File: config.mk
export PLATFORM = sky130hd
export DESIGN_NAME = team_05_wbm_arbiter
export DESIGN_NICKNAME = d
export VERILOG_FILES = /design/src/rtl/team_05_arb_pkg.sv /design/src/rtl/team_05_rr_picker.sv /design/src/rtl/team_05_wbm_arbiter.sv
export SDC_FILE = /design/constraint.sdc
export NUM_CORES = 1
export LEC_CHECK = 0
export CORE_UTILIZATION = 35
export CTS_BUF_LIST = sky130_fd_sc_hd__clkbuf_8
export CTS_CLUSTER_SIZE = 10
export DETAILED_ROUTE_END_ITERATION = 10
export PLACE_DENSITY = 0.75
export REMOVE_ABC_BUFFERS = 1
export SLEW_MARGIN = 20
export SYNTH_ARGS = -nofsm -noshare
export SYNTH_HDL_FRONTEND = slang
export SYNTH_SLANG_ARGS = --single-unit
File: constraint.sdc
create_clock -name wb_clk_i -period 1.5 [get_ports wb_clk_i]
set_clock_uncertainty 0.05 [all_clocks]
set_input_delay 0.15 -clock wb_clk_i [delete_from_list [all_inputs] [get_ports wb_clk_i]]
set_output_delay 0.15 -clock wb_clk_i [all_outputs]
set_load 0.02 [all_outputs]
File: src/rtl/team_05_arb_pkg.sv
// Shared types and widths for the team_05 Wishbone master arbiter.
package team_05_arb_pkg;
  typedef enum logic [0:0] {IDLE = 1'b0, BUS = 1'b1} state_t;

  localparam int WB_ADR_W = 32;
  localparam int WB_DAT_W = 32;
  localparam int WB_SEL_W = 4;

  // Index width for a requester count; never narrower than one bit.
  function automatic int idx_width(input int n);
    return (n > 1) ? $clog2(n) : 1;
  endfunction
endpackage

File: src/rtl/team_05_rr_picker.sv
// Combinational round-robin picker: search starts one past the last grant.
module team_05_rr_picker #(
  parameter int NUM_REQ = 2,
  parameter int IDX_W   = 1
) (
  input  logic [NUM_REQ-1:0] req,
  input  logic [IDX_W-1:0]   last_gnt,
  output logic               any_req,
  output logic [IDX_W-1:0]   winner,
  output logic [NUM_REQ-1:0] onehot
);
  always_comb begin
    any_req = 1'b0;
    winner  = '0;
    onehot  = '0;
    for (int i = 1; i <= NUM_REQ; i++) begin
      for (int j = 0; j < NUM_REQ; j++) begin
        if (!any_req && req[j] && (((int'(last_gnt) + i) % NUM_REQ) == j)) begin
          any_req   = 1'b1;
          winner    = IDX_W'(j);
          onehot[j] = 1'b1;
        end
      end
    end
  end
endmodule

File: src/rtl/team_05_wbm_arbiter.sv
// Round-robin sharing of the team_05 classic-cycle Wishbone master port,
// with registered outputs, read-data return and timeout abort.
module team_05_wbm_arbiter
  import team_05_arb_pkg::*;
#(
  parameter int NUM_REQ        = 2,
  parameter int TIMEOUT_CYCLES = 255,
  parameter int CNT_W          = 8
) (
  input  logic                    wb_clk_i,
  input  logic                    wb_rst_i,
  input  logic [NUM_REQ-1:0]      req_i,
  input  logic [NUM_REQ*32-1:0]   req_adr_i,
  input  logic [NUM_REQ*32-1:0]   req_dat_i,
  input  logic [NUM_REQ*4-1:0]    req_sel_i,
  input  logic [NUM_REQ-1:0]      req_we_i,
  output logic [NUM_REQ-1:0]      req_gnt_o,
  output logic [NUM_REQ-1:0]      req_ack_o,
  output logic [NUM_REQ-1:0]      req_err_o,
  output logic [WB_DAT_W-1:0]     req_rdata_o,
  output logic                    busy_o,
  output logic [WB_ADR_W-1:0]     ADR_O,
  output logic [WB_DAT_W-1:0]     DAT_O,
  output logic [WB_SEL_W-1:0]     SEL_O,
  output logic                    WE_O,
  output logic                    STB_O,
  output logic                    CYC_O,
  input  logic [WB_DAT_W-1:0]     DAT_I,
  input  logic                    ACK_I
);
  localparam int IDX_W = idx_width(NUM_REQ);
  localparam int LANES = 2 ** IDX_W;
  localparam logic [CNT_W-1:0] TO_LAST =
    CNT_W'((TIMEOUT_CYCLES > 0) ? TIMEOUT_CYCLES - 1 : 0);

  state_t             state;
  logic [IDX_W-1:0]   last_gnt;
  logic [CNT_W-1:0]   cnt;
  logic               any_req;
  logic [IDX_W-1:0]   win;
  logic [NUM_REQ-1:0] win_onehot;
  logic               timeout_hit;

  // Lanes padded to a power of two with zeros so the winner index never
  // selects undriven bits.
  logic [WB_ADR_W-1:0] lane_adr [LANES];
  logic [WB_DAT_W-1:0] lane_dat [LANES];
  logic [WB_SEL_W-1:0] lane_sel [LANES];
  logic                lane_we  [LANES];

  for (genvar k = 0; k < LANES; k++) begin : g_lane
    if (k < NUM_REQ) begin : g_used
      assign lane_adr[k] = req_adr_i[32*k +: 32];
      assign lane_dat[k] = req_dat_i[32*k +: 32];
      assign lane_sel[k] = req_sel_i[4*k +: 4];
      assign lane_we[k]  = req_we_i[k];
    end else begin : g_pad
      assign lane_adr[k] = '0;
      assign lane_dat[k] = '0;
      assign lane_sel[k] = '0;
      assign lane_we[k]  = 1'b0;
    end
  end

  team_05_rr_picker #(
    .NUM_REQ (NUM_REQ),
    .IDX_W   (IDX_W)
  ) u_picker (
    .req      (req_i),
    .last_gnt (last_gnt),
    .any_req  (any_req),
    .winner   (win),
    .onehot   (win_onehot)
  );

  assign timeout_hit = (TIMEOUT_CYCLES != 0) && (cnt == TO_LAST);

  always_ff @(posedge wb_clk_i) begin
    if (wb_rst_i) begin
      state       <= IDLE;
      last_gnt    <= IDX_W'(NUM_REQ - 1);
      cnt         <= '0;
      req_gnt_o   <= '0;
      req_ack_o   <= '0;
      req_err_o   <= '0;
      req_rdata_o <= '0;
      busy_o      <= 1'b0;
      ADR_O       <= '0;
      DAT_O       <= '0;
      SEL_O       <= '0;
      WE_O        <= 1'b0;
      STB_O       <= 1'b0;
      CYC_O       <= 1'b0;
    end else begin
      req_ack_o <= '0;
      req_err_o <= '0;
      case (state)
        IDLE: begin
          if (any_req) begin
            ADR_O     <= lane_adr[win];
            DAT_O     <= lane_dat[win];
            SEL_O     <= lane_sel[win];
            WE_O      <= lane_we[win];
            CYC_O     <= 1'b1;
            STB_O     <= 1'b1;
            busy_o    <= 1'b1;
            req_gnt_o <= win_onehot;
            last_gnt  <= win;
            cnt       <= '0;
            state     <= BUS;
          end
        end
        BUS: begin
          cnt <= cnt + 1'b1;
          // ACK takes priority over a timeout landing on the same cycle.
          if (ACK_I) begin
            req_rdata_o <= DAT_I;
            req_ack_o   <= req_gnt_o;
            CYC_O       <= 1'b0;
            STB_O       <= 1'b0;
            busy_o      <= 1'b0;
            req_gnt_o   <= '0;
            state       <= IDLE;
          end else if (timeout_hit) begin
            req_err_o <= req_gnt_o;
            CYC_O     <= 1'b0;
            STB_O     <= 1'b0;
            busy_o    <= 1'b0;
            req_gnt_o <= '0;
            state     <= IDLE;
          end
        end
        default: state <= IDLE;
      endcase
    end
  end
endmodule

==> results of run 1 <==
-- power groups by stage --
stage	registers, mW	logic [mW]	clock network, mW
2_1_floorplan	3.95	0.692	0
3_3_place_gp	3.62	2.43	0
3_5_place_dp	3.63	2.44	0
4_1_cts	3.55	2.27	3.42
5_1_grt	3.59	2.43	3.57
6_report	3.55	2.25	3.34
-- stage by stage --
step	cell area [µm²]	hold WS, ns	setup WS, ns
after floorplan	4590	0.165	-0.592
after global placement	8000	0.391	-0.217
after detailed placement	8000	0.397	-0.322
after CTS	8320	0.124	0.0426
after global routing	8320	0.141	0.0190
final	8320	0.158	0.101
-- synth_stat cells, drive strengths merged --
| master | number |
|---|---|
| nand2 | 137 |
| dfxtp | 118 |
| a21oi | 107 |
| nor2 | 73 |
| a211oi | 69 |
| buf | 45 |
| clkbuf | 11 |
| inv | 5 |
| nor3 | 5 |
| nand3 | 3 |
| nand4 | 3 |
| o211ai | 3 |
| o32ai | 3 |
| or3 | 3 |
| and3 | 2 |
| ha | 2 |
| nand2b | 2 |
| o21ai | 2 |
| or2 | 2 |
| a21bo | 1 |
| a21boi | 1 |
| a221o | 1 |
| a2bb2oi | 1 |
| and2 | 1 |
| nor3b | 1 |
| nor4b | 1 |
| o21a | 1 |
| o21ba | 1 |
| o21bai | 1 |
| xnor2 | 1 |
| xor2 | 1 |
-- logic make-up (layout without fill, tap and decap cells) --
| family | count (synthesis) | after routing |
|---|---|---|
| flip-flops | 118 | 118 |
| buffers and inverters | 61 | 345 |
| XOR/XNOR | 2 | 2 |
| AO/OA/AOI/OAI | 191 | 191 |
| adder cells (fa/ha/maj) | 2 | 2 |
| AND/OR/NAND/NOR | 233 | 233 |
-- registers in the layout, indices dropped and copies added (netlist names), 2 cells and up --
signal       count
DAT_O           32
req_gnt_o        2
ADR_O           32
SEL_O            4
cnt              8
req_err_o        2
req_ack_o        2
req_rdata_o     32
-- worst register-to-register path, stage by stage, from the launching register on --
cell and delay [ns]:
dfxtp_1 0.43, a21bo_2 0.26, buf_12 0.21, nand2_1 0.09
a211oi_1 0.23
-- final cells by class --
cell class	count	area, µm²	share of cell area, %
repair buffers	309	3040	36.5
clock inverters	11	180	2.17
well taps	176	220	2.65
inverters	5	18.8	0.226
multi-input cells	428	2220	26.7
clock buffers	20	275	3.31
flip-flops and latches	118	2370	28.4
-- repair_timing --
item,4_1_cts,5_1_grt
pin swaps,0,0
endpoints found under the setup margin,110,27
gates cloned,0,0
gates resized for setup,110,3
-- routing by layer --
layer,vias up,global-route usage [%]
met5,-,0
met4,0,9.61
met3,29,7.92
met2,231,37.6
met1,2348,26.1
li1,2623,-
-- worst max path at each step --
stage	from	end	slack [ns]	cells past startpoint
after floorplan	req_i[1]	ADR_O[0]$_SDFFE_PP0P_	-0.59	3
after CTS	state$_SDFF_PP0_	SEL_O[0]$_SDFFE_PP0P_	0.04	4
after global routing	CYC_O$_SDFFE_PP0P_	busy_o	0.02	1
after detailed placement	req_i[1]	DAT_O[3]$_SDFFE_PP0P_	-0.32	6
final	CYC_O$_SDFFE_PP0P_	STB_O	0.10	1
after global placement	req_i[1]	ADR_O[18]$_SDFFE_PP0P_	-0.22	6
==> results.ini, run 1 <==
[sta]
fin_crit_ns=1.40
fmax_ghz=0.715
worstMarginPinSlew_ns=0.525
slew_headroom_pct=65.0
drv_slew=0
setup_tns_ns=0
rsz0062_at_grt=false
fin_crit_sh_pct=93.2
setup_viol=0
finalHoldViolations=0

[clock_network]
cts_root_buf=clkbuf_8
cts_tree=yes
cts_num_sinks=118
cts_hold_buffers=0
clk_pin_slew_worst_paths_ns=0.07
numCtsBuffers=17
cts_setup_buffers=0
cts_max_level=4
clock_path_buffers=2
clock_latency_ns=0.42

[routing]
wl_met1_mm=6.88
routed_via_density=4.90
first_pass_iters=4
dr_wl_met3_mm=1.52
drt_iter0_markers=282
wl_met2_mm=7.45
route.detailed.drc=0
wl_per_cell_um=15.2
final_antenna_net_count=0
vias=5231
wl_mm=16.3
top_layer_used=met4

[critical_path]
r2r_slack_ns=0.13
crit_type=reg -> out
max_stage_delay_ns=0.42
cp-start-kind=flop
crit_slowest_cell=dfxtp_1
reg2reg_from=last_gnt$_SDFFE_PP1P_
cp_top_family=flip-flops
path_buf_inv=1
cp.required_ns=1.30
cp.arrival_ns=1.20
worstSetupEndpointType=primary output
crit-reg2reg-capture=SEL_O[0]$_SDFFE_PP0P_
path_max_fanout=5
r2r_cells=4
path_cells=dlygate4sd2_1

[hold_path]
whs_path_depth=4
hp-start=wb_rst_i
hold_end=req_err_o[0]$_SDFF_PP0_
min_path_type=in -> reg

[placement]
hpwl_mm=11.4
place.port_buffers=284
dp.cells=1036
gp_congestion=0.793

[die]
start_util_pct=36.3
core_area_um2=13500
ios=285
die_y_um=120
die_area_um2=14400
dieWidth_um=120
row_count=42

[synth]
netlist_instances=607
synth_area_um2=4890
yosys.area_share.adder_pct=0.512
ys_types=35
synthTopCellsByArea=dfxtp_1 48%, a21oi_1 11%, nand2_1 11%
synth.area.mux_share_pct=0
postSynthAreaPerCell_um2=8.06
yosys.area.top_type=dfxtp_1
synth_compound_area_share_pct=25.3
synth_seq_area_share_pct=48.3
synth_top_family_by_area=compound AO/OA/AOI/OAI gates
synth-xor-area-share_pct=0.358
ys_ff_latch=118
synthSimpleGateAreaFrac_pct=18.9
netlist.area_leader.share_pct=48.3
yosys_warnings=0

[power_and_ir_drop]
p_per_area_nw_per_um2=1100
clock_power_share_pct=36.5
p_comb_share_pct=24.6
switchingPower_mw=2.56
p_total_mw=9.14
intPower_mw=6.57
irDropWorstVdd_mv=0.571
pwr-share-seq_pct=38.9
cellLeakagePower_nw=3.64
swShare_pct=28.1

[run_status]
outcome=finished clean

[finish]
diodes=0
n_fill_cell=1264
drive_gt1_share_pct=8.31
fin_util_pct=61.9
nets=1056
stdcell_count=1067
layout_commonest_cell=clkdlybuf4s50_1
area_growth_pct=70.2
layout_common_cells=173 x clkdlybuf4s50_1, 137 x nand2_1, 115 x dfxtp_1, 110 x dlygate4sd2_1, 107 x a21oi_1

[grt]
grt_antenna_before_repair=0
grt-ovfl-total=0
grt_first_pass_wirelength_mm=25.6
grt_pass1_vias=5097
grtUsageTotal_pct=22.6
grt_max_degree=104

[flow_run]
maxCapViolCount=0

Power figures use the tool's default switching activity.
==> run 2, diff against run 1 <==
--- a/constraint.sdc
+++ b/constraint.sdc
@@ -4,2 +4,2 @@
 set_output_delay 0.15 -clock wb_clk_i [all_outputs]
-set_load 0.02 [all_outputs]
+set_load 0.005 [all_outputs]
==> run 2 against run 1 <==
  * Total power fell by 2.6%
  * Die area did not move
  * Critical path type unchanged
  * Wire length rose by 1.3%
==> results.ini, run 2 (synthesis gave the netlist of run 1 again) <==
[sta]
rsz0062_at_grt=false  ; unchanged
whs_ns=0.144  ; was 0.158 ns
worstMarginPinSlew_ns=0.503  ; was 0.525 ns
finalHoldViolations=0  ; unchanged
slew_headroom_pct=66.5  ; was 65.0%
fin_crit_ns=1.45  ; was 1.40 ns
fin_ws_ns=0.0526  ; was 0.101 ns
fmax_ghz=0.691  ; was 0.715 GHz
drv_slew=0  ; unchanged
setup_viol=0  ; unchanged
fin_crit_sh_pct=96.5  ; was 93.2%

[die]
dieWidth_um=120  ; unchanged
die_y_um=120  ; unchanged
core_area_um2=13500  ; unchanged
ios=285  ; unchanged
row_count=42  ; unchanged
die_area_um2=14400  ; unchanged
start_util_pct=36.3  ; unchanged

[hold_path]
min_path_type=in -> reg  ; unchanged
whs_path_depth=4  ; unchanged

[power_and_ir_drop]
p_per_area_nw_per_um2=1050  ; was 1100 nW/µm²
cellLeakagePower_nw=4.11  ; was 3.64 nW
irDropWorstVdd_mv=0.565  ; was 0.571 mV

[critical_path]
r2r_cells=4  ; unchanged
path_max_fanout=2  ; was 5
cp.required_ns=1.30  ; about the same
cp-start-kind=flop  ; unchanged
crit_type=reg -> out  ; unchanged
cp.arrival_ns=1.25  ; was 1.20 ns
worstSetupEndpointType=primary output  ; unchanged
cp.depth=1  ; unchanged
max_stage_delay_ns=0.49  ; was 0.42 ns
path_buf_inv=1  ; unchanged
cp_top_family=buffers and inverters  ; was flip-flops
path_cells=clkdlybuf4s50_1  ; was dlygate4sd2_1
crit_slowest_cell=clkdlybuf4s50_1  ; was dfxtp_1

[placement]
gp_congestion=0.793  ; unchanged
hpwl_mm=11.4  ; unchanged
place.port_buffers=284  ; unchanged
dp.cells=1036  ; unchanged
place_area_um2=8000  ; unchanged
pre_cts_ws_ns=-0.322  ; unchanged

[clock_network]
clock_latency_ns=0.43  ; was 0.42 ns
numCtsBuffers=17  ; unchanged
clk_pin_slew_worst_paths_ns=0.06  ; was 0.07 ns
cts_max_level=4  ; unchanged
cts_num_sinks=118  ; unchanged
clock_path_buffers=2  ; unchanged
cts_root_buf=clkbuf_8  ; unchanged
cts_hold_buffers=0  ; unchanged
cts_tree=yes  ; unchanged

[grt]
grt_max_degree=104  ; unchanged
grt_first_pass_wirelength_mm=25.6  ; about the same
grt-ovfl-total=0  ; unchanged
grtUsageTotal_pct=22.6  ; about the same
grt_antenna_before_repair=0  ; unchanged
grt_pass1_vias=5106  ; was 5097

[finish]
top_regs=ADR_O (32), DAT_O (32), req_rdata_o (32)  ; unchanged
layout_commonest_cell=clkdlybuf4s50_1  ; unchanged
layout_common_cells=180 x clkdlybuf4s50_1, 137 x nand2_1, 107 x a21oi_1, 99 x dfxtp_1, 73 x nor2_1  ; was 173 x clkdlybuf4s50_1, 137 x nand2_1, 115 x dfxtp_1, 110 x dlygate4sd2_1, 107 x a21oi_1
area_growth_pct=74.2  ; was 70.2%
stdcell_count=1068  ; was 1067
postLayoutCellArea_um2=8520  ; was 8320 µm²
nets=1057  ; was 1056
diodes=0  ; unchanged
fin_util_pct=63.3  ; was 61.9%
drive_gt1_share_pct=10.3  ; was 8.31%

[routing]
wl_per_cell_um=15.4  ; was 15.2 µm
route.detailed.drc=0  ; unchanged
wl_mm=16.5  ; was 16.3 mm
final_antenna_net_count=0  ; unchanged
drt_iter0_markers=309  ; was 282
first_pass_iters=4  ; unchanged
routed_via_density=4.92  ; was 4.90
vias=5255  ; was 5231

[flow_run]
maxCapViolCount=0  ; unchanged

[run_status]
outcome=finished clean  ; unchanged

## run 2: cell type report
class | instances | area, µm²
fill | 1204 | 4940
timing repair buffer | 310 | 3210
sequential | 118 | 2390
multi-input combinational | 428 | 2230
clock buffer | 20 | 275
tap | 176 | 220
clock inverter | 11 | 180
inverter | 5 | 18.8
## run 2: worst paths after layout
| kind | slack, ns | start | to |
|---|---|---|---|
| hold / removal | 0.14 | wb_rst_i | state$_SDFF_PP0_ |
| setup / recovery | 0.05 | req_rdata_o[6]$_SDFFE_PP0P_ | req_rdata_o[6] |
| hold reg to reg | 0.40 | req_rdata_o[23]$_SDFFE_PP0P_ | req_rdata_o[23]$_SDFFE_PP0P_ |
| setup reg to reg | 0.15 | cnt[0]$_SDFFE_PP0P_ | cnt[6]$_SDFFE_PP0P_ |
## run 2: power by group
part / internal, mW / switching [mW]
clock network: 2.08 / 1.27
logic: 1.12 / 0.867
registers: 3.42 / 0.143
total: 6.62 / 2.28
## run 2: repair_timing
action                     4_1_cts  5_1_grt
setup buffers                    1        0
pin swaps                        0        0
setup endpoints to repair       70       66
gates resized for setup         74       50
## run 2: per-stage QoR
| step | power (mW) | TNS, ns |
|---|---|---|
| 5_1_grt | 9.34 | 0 |
| 3_3_place_gp | 5.74 | -14.29 |
| 2_1_floorplan | 4.34 | -42.80 |
| 3_5_place_dp | 5.77 | -17.31 |
| 4_1_cts | 9.01 | 0 |
| 6_report | 8.90 | 0 |
## run 2: metal layers
layer	GRT usage [%]	up-vias	routed length, µm
li1	-	2621	-
met1	26.2	2367	6910
met2	37.6	237	7630
met3	7.92	30	1500
met4	9.61	0	428
met5	0	-	0
